<file path="src/rtl/tick_divider_multi.sv">
// Multi-channel programmable tick divider: each channel counts qualifying ticks and
// emits a terminal-count pulse, a square wave (mode 01) or a one-shot done flag (mode 10).
module tick_divider_multi #(
  parameter int CH          = 4,
  parameter int CNT_W       = 16,
  parameter int DEFAULT_DIV = 20,
  localparam int SEL_W      = (CH > 1) ? $clog2(CH) : 1
) (
  input  logic             clk,
  input  logic             reset,
  input  logic             tick_in,
  input  logic             sync_clr,
  input  logic [CH-1:0]    ch_en,
  input  logic             cfg_we,
  input  logic [SEL_W-1:0] cfg_sel,
  input  logic [CNT_W-1:0] cfg_div,
  input  logic [1:0]       cfg_mode,
  output logic [CH-1:0]    pulse_out,
  output logic [CH-1:0]    level_out,
  output logic [CH-1:0]    done
);

  localparam logic [1:0] MODE_SQUARE  = 2'b01;
  localparam logic [1:0] MODE_ONESHOT = 2'b10;

  for (genvar i = 0; i < CH; i++) begin : g_ch
    logic [CNT_W-1:0] cnt;
    logic [CNT_W-1:0] div;
    logic [1:0]       mode;
    logic             pulse;
    logic             level;
    logic             fin;
    logic             sel_hit;
    logic             step;

    // Out-of-range selects never match, so such writes fall through harmlessly.
    assign sel_hit = cfg_we && (32'(cfg_sel) == i);
    // A finished one-shot stops counting and stays parked at zero.
    assign step    = tick_in && ch_en[i] && !(mode == MODE_ONESHOT && fin);

    always_ff @(posedge clk or negedge reset) begin
      if (!reset) begin
        cnt   <= '0;
        div   <= CNT_W'(DEFAULT_DIV);
        mode  <= 2'b00;
        pulse <= 1'b0;
        level <= 1'b0;
        fin   <= 1'b0;
      end else if (sync_clr) begin
        cnt   <= '0;
        pulse <= 1'b0;
        level <= 1'b0;
        fin   <= 1'b0;
      end else if (sel_hit) begin
        div   <= cfg_div;
        mode  <= cfg_mode;
        cnt   <= '0;
        pulse <= 1'b0;
        level <= 1'b0;
        fin   <= 1'b0;
      end else begin
        pulse <= 1'b0;
        if (step) begin
          if (cnt == div) begin
            cnt   <= '0;
            pulse <= 1'b1;
            if (mode == MODE_SQUARE)  level <= ~level;
            if (mode == MODE_ONESHOT) fin   <= 1'b1;
          end else begin
            cnt <= cnt + 1'b1;
          end
        end
      end
    end

    assign pulse_out[i] = pulse;
    assign level_out[i] = level;
    assign done[i]      = fin;
  end

endmodule

</file>
<file path="config.mk">
export PLATFORM = sky130hd
export DESIGN_NAME = tick_divider_multi
export DESIGN_NICKNAME = d
export VERILOG_FILES = /design/src/rtl/tick_divider_multi.sv
export SDC_FILE = /design/constraint.sdc
export NUM_CORES = 1
export LEC_CHECK = 0
export ABC_AREA = 1
export CAP_MARGIN = 40
export CORE_ASPECT_RATIO = 1.75
export CORE_MARGIN = 2
export CORE_UTILIZATION = 40
export CTS_BUF_LIST = sky130_fd_sc_hd__clkbuf_8
export DETAILED_ROUTE_END_ITERATION = 10
export GPL_TIMING_DRIVEN = 0
export PLACE_DENSITY = 0.68
export SYNTH_ARGS = -nofsm -noshare
export SYNTH_HDL_FRONTEND = slang
export SYNTH_SLANG_ARGS = --single-unit
</file>
<file path="constraint.sdc">
create_clock -name clk -period 1.6 [get_ports clk]
set_input_delay 0.4 -clock clk [delete_from_list [all_inputs] [get_ports clk]]
set_output_delay 0.4 -clock clk [all_outputs]
set_load 0.005 [all_outputs]
</file>
==> summary.md, run 1 <==
| Metric | Value |
|---|---|
| Syn Inst Count | `1162` |
| Setup slack at placement | `-0.829 ns` |
| Worst Setup Path Type | `reg2reg` |
| WL per Instance | `14.5 µm` |
| #FFs+latches synth | `148` |
| Slew Viols, Final | `0` |
| Vias/cell | `4.96` |
| CTS Buf Count | `17` |
| FF-to-FF path depth | `12` |
| Final instance area | `0.0102 mm²` |
| Number of synthesized flops with an enable pin | `0` |
| CP required | `1.98 ns` |
| Static Leakage | `5.01 nW` |
| Failing checks | `setup timing` |
| Final setup viols | `14` |
| Total grt overflow | `0` |
| Placed Cells incl. Taps | `1450` |
| Worst Tran Pin Value | `0.645 ns` |
| Top FF cell, synth | `dfrtp_1` |
| Largest net degree at the start of global routing | `84` |
| Critical Path End Type | `flop` |
| Max Clk Rate | `0.608 GHz` |
| Synth Net Count | `1195` |
| Post-route clock skew | `0.0122 ns` |
| Maximum buffer depth of the clock tree | `2` |
| Max H-tree Level | `4` |
| Layout Nets | `1310` |
| DRC viols | `0` |
| Slew HR | `0.570` |
| P_int | `6.41 mW` |
| First-pass DRT Iterations | `4` |
| Final Hold Violating Endpoints | `0` |
| CP max-delay cell | `dfrtp_1` |
| CTS clk-pin slew, worst paths | `0.09 ns` |
| Layout cells sized above 1 | `0.209` |
| Final WL | `22400 µm` |
| DP HPWL | `15500 µm` |
| Switching share of power | `0.318` |
| Initial Util | `0.405` |
| Clk_lat worst skew | `0.46 ns` |
| CP Max Fanout | `5` |
| Cell breakdown of the critical path | `buf_6, nand2_2, inv_2, nor2_2, nor2_1, nand2_1, nor2_1, nand2_1, nand2_2, nand2_4, clkinvlp_4, nor2_2` |
| Hold depth | `4` |
| Distinct cells, synth | `29` |
| Number of max-cap violations | `0` |
| Y dimension of the die | `193 µm` |
| Syn-to-layout area delta | `25.5%` |
| GRT Util Overall | `0.204` |
| Clk pwr share | `0.312` |
| TritonCTS Sinks | `148` |
| Setup WS post-layout | `-0.0442 ns` |
| Clock tree from TritonCTS | `done` |
| Yosys Warn Count | `0` |
| Finished Layout Cells | `1539` |
| Die area | `0.0216 mm²` |
| Combinational share of power | `0.201` |
| Clock root buffer | `clkbuf_8` |
| RSZ-0062 raised after global routing | `true` |
| # rows | `69` |
| Core area | `0.0201 mm²` |
| Pwr Density | `918 mW/mm²` |
| Synth Area per Inst | `7.01 µm²` |
| Placed inst area | `0.00888 mm²` |
| Peak supply drop | `0.000528 V` |
| Syn Std Cell Area | `0.00815 mm²` |
| Die W | `112 µm` |
| Vias in the first global route | `7177` |
| Hold Crit Class | `in2reg` |
| Seq/Total Area, Yosys | `0.456` |
| First-pass GRT wire length | `34400 µm` |
| Final GP Congestion | `0.883` |
| Startpoint types | `flop` |
| Initial drt markers | `331` |
| Initial antenna violation count | `2` |
| Net Sw Power | `2.98 mW` |
| Vias | `7633` |
| Status | `finished, violations left` |
| CP peak stage delay | `0.42 ns` |
| Reg power frac | `0.487` |
| Io pins | `41` |
| CP arrival | `2.03 ns` |
| Final period util | `1.03` |
| Final min period | `1.64 ns` |
| Final ANT Viol Nets | `0` |
| Final design utilization | `0.509` |
| Asr flop ratio synth | `1.00` |
| PortBufs | `39` |
-- cell usage after synthesis (8+ instances only) --
| master | number | share of area |
|---|---|---|
| nand3_1 | 52 | 0.032 |
| inv_2 | 17 | 0.0078 |
| dfrtp_1 | 140 | 0.43 |
| o21ai_0 | 87 | 0.053 |
| nor2_1 | 144 | 0.066 |
| nand2_1 | 410 | 0.19 |
| xor2_1 | 27 | 0.029 |
| buf_4 | 17 | 0.016 |
| dfstp_2 | 8 | 0.026 |
| clkbuf_1 | 12 | 0.0055 |
| nand4_1 | 25 | 0.019 |
| inv_1 | 162 | 0.075 |
| nand2_2 | 9 | 0.0069 |
| nor3_1 | 18 | 0.011 |
-- logic make-up after synthesis --
| family | Yosys count | share of synthesized area |
|---|---|---|
| adder cells (fa/ha/maj) | 4 | 0.00614 |
| XOR/XNOR | 28 | 0.0301 |
| buffers and inverters | 211 | 0.107 |
| flip-flops | 148 | 0.456 |
| AND/OR/NAND/NOR | 671 | 0.339 |
| AO/OA/AOI/OAI | 100 | 0.0622 |
-- cells in the final DEF (no fill, tap or decap), drive strengths merged --
cell,n
nand2,423
inv,183
nor2,147
dfrtp,140
o21ai,92
buf,75
nand3,53
clkbuf,33
xor2,27
nand4,25
clkdlybuf4s50,22
nor3,19
clkinv,9
dfstp,8
clkdlybuf4s15,8
a21oi,5
ha,4
clkinvlp,3
nor4,3
o21bai,2
bufinv,2
dlygate4sd2,2
diode,1
a31oi,1
xnor2,1
nand3b,1
dlygate4sd3,1
dlymetal6s2s,1
-- metrics by stage --
| step | hold slack (ns) | total power, mW | setup TNS, ns |
|---|---|---|---|
| finish | 0.378 | 9.40 | -0.219 |
| global route | 0.403 | 9.93 | -4.52 |
| CTS | 0.375 | 9.27 | -0.0209 |
| detailed placement | 0.440 | 6.24 | -67.31 |
| global placement | 0.469 | 6.18 | -937.03 |
| floorplan | 0.104 | 5.58 | 0 |
-- critical path, delay by kind of cell (launching register included) --
family	cells	cell delay [ns]
buffers and inverters	3	0.35
DFF	1	0.42
and+or+nand+nor	9	0.82
-- power by group through the flow --
| stage | combinational [mW] | clock [mW] | sequential, mW |
|---|---|---|---|
| 4_1_cts | 1.71 | 3.00 | 4.56 |
| 3_3_place_gp | 1.54 | 0 | 4.64 |
| 3_5_place_dp | 1.59 | 0 | 4.65 |
| 6_report | 1.89 | 2.93 | 4.57 |
| 2_1_floorplan | 1.10 | 0 | 4.48 |
| 5_1_grt | 2.18 | 3.13 | 4.62 |
-- final timing paths --
kind                                start             end  slack (ns)
min in group asynchronous           reset  g_ch[1].cnt[9]        0.52
max in group asynchronous           reset  g_ch[2].cnt[2]        0.21
min                              sync_clr  g_ch[0].cnt[8]        0.38
min reg2reg                g_ch[1].div[4]  g_ch[1].div[4]        0.51
max                        g_ch[2].cnt[1]  g_ch[2].cnt[5]       -0.04
max reg2reg                g_ch[2].cnt[1]  g_ch[2].cnt[5]       -0.04
-- registers in the layout, summed over array words and instances, names as in the netlist --
register / count
g_ch.cnt: 64
g_ch.div: 64
g_ch.mode: 8
g_ch.fin: 4
g_ch.level: 4
g_ch.pulse: 4
-- repair_timing --
item	CTS	global route
buffers inserted	31	22
hold buffers	1	0
pin swaps	14	49
resized for setup	54	146
setup endpoints to repair	67	145
hold endpoints to repair	61	0
gates cloned	1	1
-- area by class of cell --
type	instances	area, µm²
antenna	1	2.50
buffer	30	206
clock buffer	17	234
clock inverter	15	159
fill	1952	9880
inverter	181	714
multi-input combinational	803	4000
sequential	148	3730
tap	248	310
timing repair buffer	95	865
timing repair inverter	1	7.51
-- layer usage --
layer  vias to the layer above  share of wire  global-route usage
met3                        76          0.031              0.0276
li1                       3782              -                   -
met2                       177           0.54               0.383
met4                         2          0.054               0.112
met1                      3596           0.38               0.218
met5                         -        0.00058                   0
(Power assumes the default switching activity.)
==> run 2, diff against run 1 <==
CORE_MARGIN = unset   (was 2)
RECOVER_POWER = 50   (was unset)
==> summary.md, run 2 (synthesis gave the netlist of run 1 again) <==
| Metric | Value |
|---|---|
| Die W | `110 µm (-1.8%)` |
| Max H-tree Level | `4 (unchanged)` |
| CP arrival | `1.99 ns (-0.04 ns)` |
| Io pins | `41 (unchanged)` |
| Final instance area | `0.00993 mm² (-2.9%)` |
| Final min period | `1.63 ns (-0.0179 ns)` |
| CP Max Fanout | `4 (-1)` |
| Worst Setup SP | `g_ch[0].div[2]` |
| Setup crit end | `g_ch[0].level` |
| Core area | `0.0198 mm² (-1.4%)` |
| Final Hold Violating Endpoints | `0 (unchanged)` |
| Worst path depth | `12 (unchanged)` |
| # rows | `68 (-1.4%)` |
| Commonest non-fill, non-tap cell in the layout | `nand2_1` |
| CP Buf/Inv Count | `2 (-1)` |
| Maximum buffer depth of the clock tree | `2 (unchanged)` |
| Final ANT Viol Nets | `0 (unchanged)` |
| Initial drt markers | `302 (-8.8%)` |
| TritonCTS Sinks | `148 (unchanged)` |
| Layout cells sized above 1 | `0.170 (-0.0396)` |
| Failing checks | `setup timing` |
| Total grt overflow | `0 (unchanged)` |
| Final GP Congestion | `0.901 (+2.1%)` |
| Hold buffer count at CTS | `0 (-1)` |
| Final setup viols | `6 (-8)` |
| Post-route clock skew | `0.0122 ns (+0.00000290 ns)` |
| Status | `finished, violations left` |
| GRT Util Overall | `0.220 (+0.0164)` |
| Clock tree from TritonCTS | `done` |
| CP max-delay cell | `dfstp_2` |
| Vias in the first global route | `7345 (+2.3%)` |
| Initial antenna violation count | `0 (-2)` |
| Startpoint types | `flop` |
| Setup WS post-layout | `-0.0263 ns (+0.0179 ns)` |
| Initial Util | `0.411 (+0.00596)` |
| Final WL | `21600 µm (-3.6%)` |
| Clk_lat worst skew | `0.46 ns (about the same)` |
| Clock root buffer | `clkbuf_8` |
| Critical path's top delay family | `simple AND/OR/NAND/NOR gates` |
| First-pass DRT Iterations | `5 (+1)` |
| Vias | `7477 (-2.0%)` |
| Placed inst area | `0.00888 mm² (about the same)` |
| Worst Setup Path Type | `reg2reg` |
| Hold Crit Class | `in2async` |
| Layout Nets | `1293 (-1.3%)` |
| Fin Hold WS | `0.200 ns (-0.177 ns)` |
| Static Leakage | `4.90 nW (-2.3%)` |
| Critical Path End Type | `flop` |
| CP required | `1.96 ns (-0.02 ns)` |
| Worst Tran Pin Value | `1.19 ns (+0.540 ns)` |
| Peak supply drop | `0.000543 V (+2.7%)` |
| RSZ-0062 raised after global routing | `true` |
| # fillers | `1938 (-0.72%)` |
| Largest net degree at the start of global routing | `83 (-1.2%)` |
| Biggest regs | `g_ch.cnt: 64 flops, g_ch.div: 64 flops, g_ch.mode: 8 flops` |
| Die area | `0.0210 mm² (-2.8%)` |
| Number of max-cap violations | `0 (unchanged)` |
| Syn-to-layout area delta | `21.9%` |
| PortBufs | `39 (unchanged)` |
| Total Power | `9.44 mW (+0.43%)` |
| WL per Instance | `14.2 µm (-2.2%)` |
| FF-to-FF path depth | `12 (unchanged)` |
| Y dimension of the die | `191 µm (-1.0%)` |
| R2R Path Start | `g_ch[0].div[2]` |
| CP peak stage delay | `0.56 ns (+0.14 ns)` |
| Pwr Density | `950 mW/mm² (+3.4%)` |
| Most frequent cells in the layout | `nand2_1, inv_1, dfrtp_1, nor2_1, o21ai_0` |
| Vias/cell | `4.93 (-0.69%)` |
| First-pass GRT wire length | `35100 µm (+1.9%)` |
| DP HPWL | `15800 µm (+1.7%)` |
| Reg-to-Reg End | `g_ch[0].level` |
| Diode count | `0 (-1)` |
| CTS Buf Count | `17 (unchanged)` |
| Cell breakdown of the critical path | `inv_1, nand2_1, nand2_1, nor2_2, nand2_1, nor2_1, nand2_2, nand2_4, buf_6, nand3_2, nand2_2, nand2_2` |
| Setup slack, reg-to-reg | `-0.03 ns (+0.02 ns)` |
| Final period util | `1.02 (-0.0112)` |
| DRC viols | `0 (unchanged)` |
| Slew Viols, Final | `0 (unchanged)` |
| Max Clk Rate | `0.615 GHz (+1.1%)` |
| CTS clk-pin slew, worst paths | `0.09 ns (about the same)` |
| Slew HR | `0.210 (-0.360)` |
[run 2: cell types whose count changed in the layout (fill, tap and decap cells not counted), sizes merged]
cell	previous run	this run
buf	75	58
bufinv	2	3
clkbuf	33	35
clkdlybuf4s15	8	7
clkdlybuf4s50	22	23
clkinv	9	4
clkinvlp	3	6
diode	1	0
dlygate4sd2	2	3
dlygate4sd3	1	0
dlymetal6s2s	1	0
[run 2: layout make-up]
cell class,count,area (µm²),area share
Clock buffer,18,248,0.0249
Timing Repair Buffer,78,714,0.0719
Sequential cell,148,3720,0.375
Inverter,181,712,0.0717
Clock inverter,14,163,0.0164
Timing Repair inverter,1,7.51,0.000756
Tap cell,245,307,0.0309
Buffer,30,195,0.0196
Multi-Input combinational cell,803,3860,0.389
[run 2: what timing repair did]
| action | 4_1_cts | 5_1_grt |
|---|---|---|
| gates resized for setup | 47 | 94 |
| endpoints found under the setup margin | 65 | 139 |
| pin swaps | 4 | 32 |
| gates cloned | 2 | 0 |
| setup buffers | 16 | 21 |
[run 2: layer usage]
layer,track usage,routed length [µm],vias to the layer above
met5,0,0,-
met4,0.113,866,0
met3,0.0362,615,55
met2,0.403,11900,148
met1,0.236,8230,3522
li1,-,-,3752
[run 2: how the worst min path moves through the flow]
stage                          from               to  slack [ns]  depth (start not counted)
finish                        reset      g_ch[1].fin        0.20                          1
global route                  reset   g_ch[1].cnt[6]        0.29                          1
CTS                           reset   g_ch[1].cnt[6]        0.02                          1
detailed placement  g_ch[1].mode[1]  g_ch[1].mode[1]        0.49                          2
global placement    g_ch[1].mode[1]  g_ch[1].mode[1]        0.47                          2
floorplan                     reset   g_ch[0].cnt[0]        0.10                          0
[run 2: worst reg2reg max path, cell delays in order (launching register included)]
cell and delay (ns):
dfstp_2 0.56, inv_1 0.05, nand2_1 0.06, nand2_1 0.07, nor2_2 0.10, nand2_1 0.06
nor2_1 0.11, nand2_2 0.13, nand2_4 0.12, buf_6 0.11, nand3_2 0.06, nand2_2 0.08
nand2_2 0.04
[run 2: where the power goes]
group	switching [mW]	total (mW)	internal [mW]	leakage, nW
Clock	1.50	3.07	1.57	0.200
Combinational	1.02	1.82	0.799	2.77
Sequential	0.373	4.54	4.17	1.92
Total	2.90	9.44	6.54	4.90
[run 2: stage by stage]
stage / setup TNS (ns) / worst slack, ns / cells / utilization
after global routing: -3.73 / -0.120 / 1518 / 0.501
after detailed placement: -68.66 / -0.677 / 1447 / 0.448
after CTS: -0.0226 / -0.0116 / 1497 / 0.478
final: -0.0864 / -0.0263 / 1518 / 0.501
after floorplan: 0 / 0.154 / 1162 / -
after global placement: -934.08 / -5.98 / 1446 / 0.446
